### src/rtl/fifo_aximm_writer_pkg.sv
// fifo_aximm_pkg: shared FSM states, AXI encodings and awsize helper for fifo_aximm_writer
package fifo_aximm_pkg;
  typedef enum logic [2:0] {IDLE, AW, W, B, DONE} state_t;
  localparam logic [1:0] AXI_BURST_INCR = 2'b01;
  localparam logic [1:0] AXI_RESP_OKAY = 2'b00;
  function automatic int clog2(input int v);
    int r;
    r = 0;
    for (int i = 0; i < 31; i++) if ((1 << i) < v) r = i + 1;
    return r;
  endfunction
endpackage

### src/rtl/fifo_aximm_writer_if.sv
// fifo_aximm_writer_if: AXI4 write-only master bus (AW, W, B channels)
interface fifo_aximm_writer_if #(
  parameter int WIDTH = 32,
  parameter int ADDR_W = 32
);
  logic [ADDR_W-1:0]  awaddr;
  logic [7:0]         awlen;
  logic [2:0]         awsize;
  logic [1:0]         awburst;
  logic               awvalid;
  logic               awready;
  logic [WIDTH-1:0]   wdata;
  logic [WIDTH/8-1:0] wstrb;
  logic               wlast;
  logic               wvalid;
  logic               wready;
  logic [1:0]         bresp;
  logic               bvalid;
  logic               bready;
  modport master (
    output awaddr, awlen, awsize, awburst, awvalid, wdata, wstrb, wlast, wvalid, bready,
    input  awready, wready, bresp, bvalid
  );
  modport slave (
    input  awaddr, awlen, awsize, awburst, awvalid, wdata, wstrb, wlast, wvalid, bready,
    output awready, wready, bresp, bvalid
  );
endinterface

### src/rtl/fifo_aximm_writer.sv
// fifo_aximm_writer: drains the write FIFO into AXI4 INCR bursts; `BRESP_CHECK_EN adds err/err_cnt outputs
module fifo_aximm_writer
  import fifo_aximm_pkg::*;
#(
  parameter int WIDTH = 32,
  parameter int ADDR_W = 32,
  parameter int BURST_LEN = 16
) (
  input  logic              ap_clk,
  input  logic              ap_rst,
  input  logic [ADDR_W-1:0] base_addr,
  input  logic [31:0]       total_words,
  input  logic              ap_start,
  output logic              ap_done,
  output logic              ap_idle,
  output logic              ap_ready,
  output logic              fifo_rd_en,
  input  logic [WIDTH-1:0]  fifo_rd_data,
  input  logic              fifo_empty,
`ifdef BRESP_CHECK_EN
  output logic              err,
  output logic [15:0]       err_cnt,
`endif
  fifo_aximm_writer_if.master m_axi
);
  localparam logic [8:0] BLEN = 9'(BURST_LEN);
  localparam int BYTES = WIDTH / 8;
  state_t state_q, state_d;
  logic [ADDR_W-1:0] addr_q, addr_d;
  logic [31:0] remain_q, remain_d;
  logic [8:0] beats_q, beats_d, popped_q, popped_d, sent_q, sent_d, beats_w;
  logic buf_v_q, buf_v_d, pend_q, done_q, w_hs, pop;
  logic [WIDTH-1:0] buf_data_q, wdata_w;
  assign beats_w = (remain_q < 32'(BURST_LEN)) ? remain_q[8:0] : BLEN;
  assign w_hs = buf_v_q && m_axi.wready;
  assign pop = (state_q == W) && !fifo_empty && (popped_q < beats_q) && (!buf_v_q || w_hs);
  // Read data arrives the cycle after the pop; buf_data_q holds it while the beat stalls.
  assign wdata_w = pend_q ? fifo_rd_data : buf_data_q;
  assign buf_v_d = pop || (buf_v_q && !w_hs);
  always_comb begin
    state_d = state_q;
    addr_d = addr_q;
    remain_d = remain_q;
    beats_d = beats_q;
    popped_d = popped_q;
    sent_d = sent_q;
    case (state_q)
      IDLE: if (ap_start) begin
        addr_d = base_addr;
        remain_d = total_words;
        state_d = (total_words == 32'd0) ? DONE : AW;
      end
      AW: begin
        beats_d = beats_w;
        popped_d = '0;
        sent_d = '0;
        state_d = m_axi.awready ? W : AW;
      end
      W: begin
        popped_d = popped_q + 9'(pop);
        sent_d = sent_q + 9'(w_hs);
        state_d = (w_hs && m_axi.wlast) ? B : W;
      end
      B: if (m_axi.bvalid) begin
        addr_d = addr_q + ADDR_W'(beats_q) * ADDR_W'(BYTES);
        remain_d = remain_q - 32'(beats_q);
        state_d = (remain_q == 32'(beats_q)) ? DONE : AW;
      end
      DONE: state_d = IDLE;
      default: state_d = IDLE;
    endcase
  end
  always_ff @(posedge ap_clk) begin
    if (ap_rst) begin
      state_q <= IDLE;
      addr_q <= '0;
      remain_q <= '0;
      beats_q <= '0;
      popped_q <= '0;
      sent_q <= '0;
      buf_v_q <= 1'b0;
      pend_q <= 1'b0;
      buf_data_q <= '0;
      done_q <= 1'b0;
    end else begin
      state_q <= state_d;
      addr_q <= addr_d;
      remain_q <= remain_d;
      beats_q <= beats_d;
      popped_q <= popped_d;
      sent_q <= sent_d;
      buf_v_q <= buf_v_d;
      pend_q <= pop;
      buf_data_q <= wdata_w;
      done_q <= (state_q == DONE);
    end
  end
  assign ap_idle = (state_q == IDLE);
  assign ap_ready = ap_idle && ap_start;
  assign ap_done = done_q;
  assign fifo_rd_en = pop;
  assign m_axi.awaddr = addr_q;
  assign m_axi.awlen = (state_q == AW) ? 8'(beats_w - 9'd1) : 8'd0;
  assign m_axi.awsize = 3'(clog2(BYTES));
  assign m_axi.awburst = AXI_BURST_INCR;
  assign m_axi.awvalid = (state_q == AW);
  assign m_axi.wdata = wdata_w;
  assign m_axi.wstrb = '1;
  assign m_axi.wlast = buf_v_q && (sent_q == beats_q - 9'd1);
  assign m_axi.wvalid = buf_v_q;
  assign m_axi.bready = (state_q == B);
`ifdef BRESP_CHECK_EN
  logic err_q, err_d, b_bad;
  logic [15:0] cnt_q, cnt_d;
  assign b_bad = (state_q == B) && m_axi.bvalid && (m_axi.bresp != AXI_RESP_OKAY);
  assign err_d = ap_ready ? 1'b0 : (err_q || b_bad);
  assign cnt_d = ap_ready ? 16'd0 : cnt_q + 16'(b_bad && (cnt_q != 16'hFFFF));
  always_ff @(posedge ap_clk) begin
    if (ap_rst) begin
      err_q <= 1'b0;
      cnt_q <= '0;
    end else begin
      err_q <= err_d;
      cnt_q <= cnt_d;
    end
  end
  assign err = err_q;
  assign err_cnt = cnt_q;
`endif
endmodule

### src/flat_wrapper.sv
// flat-port wrapper written by rule: the top's interface ports become plain ports
module fifo_aximm_writer_flat import fifo_aximm_pkg::*;
#(
  parameter int WIDTH = 32,
  parameter int ADDR_W = 32,
  parameter int BURST_LEN = 16
)
  (ap_clk, ap_rst, base_addr, total_words, ap_start, ap_done, ap_idle, ap_ready, fifo_rd_en, fifo_rd_data, fifo_empty, m_axi_awaddr, m_axi_awlen, m_axi_awsize, m_axi_awburst, m_axi_awvalid, m_axi_wdata, m_axi_wstrb, m_axi_wlast, m_axi_wvalid, m_axi_bready, m_axi_awready, m_axi_wready, m_axi_bresp, m_axi_bvalid);
  fifo_aximm_writer_if #(.WIDTH(WIDTH), .ADDR_W(ADDR_W)) m_axi_i ();
  input  logic ap_clk;
  input  logic ap_rst;
  input  logic [ADDR_W-1:0] base_addr;
  input  logic [31:0] total_words;
  input  logic ap_start;
  output logic ap_done;
  output logic ap_idle;
  output logic ap_ready;
  output logic fifo_rd_en;
  input  logic [WIDTH-1:0] fifo_rd_data;
  input  logic fifo_empty;
  output wire logic [$bits(m_axi_i.awaddr)-1:0] m_axi_awaddr;
  output wire logic [$bits(m_axi_i.awlen)-1:0] m_axi_awlen;
  output wire logic [$bits(m_axi_i.awsize)-1:0] m_axi_awsize;
  output wire logic [$bits(m_axi_i.awburst)-1:0] m_axi_awburst;
  output wire logic [$bits(m_axi_i.awvalid)-1:0] m_axi_awvalid;
  output wire logic [$bits(m_axi_i.wdata)-1:0] m_axi_wdata;
  output wire logic [$bits(m_axi_i.wstrb)-1:0] m_axi_wstrb;
  output wire logic [$bits(m_axi_i.wlast)-1:0] m_axi_wlast;
  output wire logic [$bits(m_axi_i.wvalid)-1:0] m_axi_wvalid;
  output wire logic [$bits(m_axi_i.bready)-1:0] m_axi_bready;
  input wire logic [$bits(m_axi_i.awready)-1:0] m_axi_awready;
  input wire logic [$bits(m_axi_i.wready)-1:0] m_axi_wready;
  input wire logic [$bits(m_axi_i.bresp)-1:0] m_axi_bresp;
  input wire logic [$bits(m_axi_i.bvalid)-1:0] m_axi_bvalid;
  assign m_axi_awaddr = m_axi_i.awaddr;
  assign m_axi_awlen = m_axi_i.awlen;
  assign m_axi_awsize = m_axi_i.awsize;
  assign m_axi_awburst = m_axi_i.awburst;
  assign m_axi_awvalid = m_axi_i.awvalid;
  assign m_axi_wdata = m_axi_i.wdata;
  assign m_axi_wstrb = m_axi_i.wstrb;
  assign m_axi_wlast = m_axi_i.wlast;
  assign m_axi_wvalid = m_axi_i.wvalid;
  assign m_axi_bready = m_axi_i.bready;
  assign m_axi_i.awready = m_axi_awready;
  assign m_axi_i.wready = m_axi_wready;
  assign m_axi_i.bresp = m_axi_bresp;
  assign m_axi_i.bvalid = m_axi_bvalid;
  fifo_aximm_writer #(.WIDTH(WIDTH), .ADDR_W(ADDR_W), .BURST_LEN(BURST_LEN)) u_core (.ap_clk(ap_clk), .ap_rst(ap_rst), .base_addr(base_addr), .total_words(total_words), .ap_start(ap_start), .ap_done(ap_done), .ap_idle(ap_idle), .ap_ready(ap_ready), .fifo_rd_en(fifo_rd_en), .fifo_rd_data(fifo_rd_data), .fifo_empty(fifo_empty), .m_axi(m_axi_i));
endmodule
### config.mk
export PLATFORM = sky130hd
export DESIGN_NAME = fifo_aximm_writer_flat
export DESIGN_NICKNAME = d
export VERILOG_FILES = /design/src/rtl/fifo_aximm_writer_pkg.sv /design/src/rtl/fifo_aximm_writer_if.sv /design/src/rtl/fifo_aximm_writer.sv /design/src/flat_wrapper.sv
export SDC_FILE = /design/constraint.sdc
export NUM_CORES = 1
export LEC_CHECK = 0
export CAP_MARGIN = 20
export CORE_MARGIN = 5
export CORE_UTILIZATION = 54
export DETAILED_ROUTE_END_ITERATION = 10
export PLACE_DENSITY = 0.95
export SYNTH_ARGS = -nofsm -noshare
export SYNTH_HDL_FRONTEND = slang
export SYNTH_SLANG_ARGS = --single-unit
### constraint.sdc
create_clock -name ap_clk -period 10 [get_ports ap_clk]
set_input_delay 2 -clock ap_clk [delete_from_list [all_inputs] [get_ports ap_clk]]
set_output_delay 2 -clock ap_clk [all_outputs]
set_load 0.02 [all_outputs]
==> metrics.md <==
| Metric | Value |
|---|---|
| Status | finished clean |
| Final Cycle Share | 70.91% |
| Number of antenna violations at the first check in global routing | 0 |
| Worst path slowest cell | clkdlybuf4s50_1 |
| Worst-margin pin slew | 980.5 ps |
| Type of the tightest min-delay check | reg2reg |
| Category of cells accounting for the largest share of critical-path delay | buffers and inverters |
| Buffers plus inverters on the worst setup path | 5 |
| Unrepaired setup endpoints after global routing | false |
| Number of instances in the synthesized netlist | 967 |
| Crit-path max FO | 48 |
| CTS HTree Levels | 4 |
| Effective utilization at floorplan | 54.36% |
| Mean area per synthesized cell | 8.078 um^2 |
| Post-synth EDFFs | 0 |
| Clock transition at the registers of the reported paths | 50 ps |
| Die width | 130.3 um |
| Routed len/inst | 18.59 um |
| Area of the mapped netlist | 7811 um^2 |
| Total routing usage reported by global routing | 28.67% |
| Final hold violations | 0 |
| Floorplan die area | 16970 um^2 |
| Area growth syn-to-layout | 31.47% |
| PostCTS Resize Cnt | 0 |
| Max-cap check violation count | 0 |
| Number of DRC violations after detailed-routing iteration 0 | 694 |
| Vias in the first global route | 8219 |
| Final routed wirelength across all metal layers | 24440 um |
| TritonCTS buffer count | 17 |
| Worst slew margin relative to its limit | 34.63% |
| Synth top area share | 33.06% |
| Largest net degree at the start of global routing | 90 |
| I/O pins | 194 |
| Clock tree from TritonCTS | yes |
| Most area-consuming cells after synthesis | dfxtp_1, ha_1, nand2_1 |
| Ys Warns | 0 |
| List of most frequent post-synthesis cells | dfxtp_1, nand2_1, nor2_1 |
| Primary FF master, synth | dfxtp_1 |
| Most instantiated library cell after synthesis | dfxtp_1 |
| Via count | 8222 |
| Worst reg2reg startpoint | u_core.state_q[1]$_SDFFE_PP0P_ |
| Highest clock rate | 0.1410 GHz |
| Wire length of the first global-routing pass | 39500 um |
| Total global routing overflow | 0 |
| Critical path cell sequence | clkdlybuf4s50_1 -> or3b_2 -> a21oi_4 -> buf_4 -> nand2_1 -> buf_4 -> inv_2 -> clkdlybuf4s50_1 |
| Clk root buf | clkbuf_16 |
| Ratio of cells with drive above 1 in the final layout | 8.311% |
| Fraction of registers with async set/reset | 0% |
| Worst min-delay path startpoint | u_core.m_axi.awaddr[1]$_SDFFE_PP0P_ |
| Kind of start point of the critical path | primary input |
| Number of input and output port buffers inserted | 182 |
| CP required | 8000 ps |
| Global placer's final weighted congestion | 0.9021 |
| Number of library cell types mapped by synthesis | 66 |
| Remaining antenna violation count | 0 |
| Count of hold-fix buffers inserted at cts | 0 |
| Worst setup path startpoint | ap_start |
| Peak supply drop | 0.1463 mV |
| Kind of critical path | in2out |
| Final setup violation count | 0 |
| CTS Sinks | 129 |
| Router iterations before antenna repair | 6 |
| Max Clock Skew | 9.322 ps |
| Flop and latch count out of synthesis | 129 |
| Maximum cell stage delay along the critical path | 600 ps |
| Number of remaining DRC errors | 0 |
| Power per cell area | 155.9 nW/um^2 |
| Tot Pwr | 0.001601 W |
| Core footprint | 14370 um^2 |
| Pins over their slew limit | 0 |
| Postcts setup bufs | 0 |
| Final antenna diode count | 0 |
| Sequential share of the synthesized area | 33.06% |
| Site Rows | 44 |
| # fillers | 1078 |
| Estimated wirelength of the detail-placed design | 17090 um |
| Post-Route Setup TNS | 0 ps |
| Data arrival time of the critical path | 5090 ps |
| Post-detailed-route via-to-cell ratio | 6.252 |
| DIE HEIGHT | 130.3 um |
| Standby leakage power | 3.937 nW |
| R2R Setup Slk | 6380 ps |
| Final critical-path required period | 7091 ps |
| Maximum buffer depth of the clock tree | 2 |
| Nets@finish | 1259 |
| Area leader, netlist | dfxtp_1 |
| Crit end category | output pin |
| Clock insertion delay at the later pin of the skew report | 420 ps |
## sequential cells by signal, summed over array words and instances, names as in the netlist
name	count
u_core.remain_q	32
u_core.m_axi.wvalid	1
u_core.ap_done	1
u_core.popped_q	9
u_core.buf_data_q	32
u_core.beats_q	9
u_core.pend_q	1
u_core.sent_q	9
u_core.state_q	3
u_core.m_axi.awaddr	32
## final timing paths
| path | to | depth (start not counted) |
|---|---|---|
| worst min register to register | u_core.m_axi.awaddr[1]$_SDFFE_PP0P_ | 2 |
| worst max register to register | u_core.remain_q[21]$_SDFFE_PP0P_ | 10 |
| worst min-delay path | u_core.m_axi.awaddr[1]$_SDFFE_PP0P_ | 2 |
| worst max-delay path | ap_ready | 8 |
## cell usage in the layout (no fill, tap or decap), types with 4 or more instances in the layout
cell	instances
nor2_1	79
mux2_2	33
buf_4	12
nand4_1	24
a221oi_1	14
a31oi_1	16
clkinv_2	4
inv_1	26
or2_2	11
and2_1	38
nor4_1	18
nand3b_1	4
nand2_1	103
or3_1	10
clkbuf_8	4
a41oi_1	4
and3_1	18
conb_1	9
or4_1	5
ha_1	32
xnor2_1	16
mux2i_1	26
a22oi_1	11
a21oi_1	52
dfxtp_1	129
clkdlybuf4s50_1	181
o21ai_0	35
nor3_1	31
o211ai_1	7
nor2b_1	9
a311oi_1	9
o311a_1	5
clkbuf_16	17
o21a_1	9
nand3_1	38
xor2_1	11
a21o_1	11
a211oi_1	14
## metal layers
layer,track usage [%],part of all wire (%)
met1,34.33,39
met2,47.95,46
met3,7.081,11
met4,14.18,3.3
met5,0,0
## tightest hold or removal path: cells and delay by family, from the launching register on
kind / cells / cell delay [ps]
compound gates: 1 / 50
flops: 1 / 310
simple gates: 1 / 60
## where the power goes
| group | internal [W] | switching, W | total [W] |
|---|---|---|---|
| clock network | 0.000389 | 0.000219 | 0.000607 |
| logic | 0.000179 | 0.000227 | 0.000406 |
| registers | 0.000546 | 0.0000412 | 0.000588 |
## cell type report
| class | instances | area [um^2] | share of cell area (%) |
|---|---|---|---|
| repair buffers | 194 | 1907 | 18.57 |
| flip-flops and latches | 129 | 2582 | 25.15 |
| inverters | 27 | 101.3 | 0.9868 |
| clock buffers | 24 | 491.7 | 4.788 |
| clock inverters | 6 | 80.08 | 0.7797 |
| multi-input cells | 751 | 4877 | 47.49 |
| well taps | 184 | 230.2 | 2.242 |
## through the flow
step	util (%)	hold slack [ps]	instances	setup slack, ps	area [um^2]
2_1_floorplan	-	464.7	974	4680	7838
3_3_place_gp	67.49	443.8	1285	3012	9698
3_5_place_dp	67.49	469.1	1285	2938	9698
4_1_cts	71.47	476.5	1315	2939	10270
5_1_grt	71.47	503.2	1315	2714	10270
6_report	71.47	473.4	1315	2909	10270
## cell families after synthesis
group / share of synthesized area, %
and+or+nand+nor: 26.01
AOI/OAI and AO/OA: 19.09
DFF: 33.06
buffers and inverters: 4.981
muxes: 8.089
adders and majority gates: 5.638
xor gates and xnor gates: 3.027
other: 0.09614
(Power assumes the default switching activity.)
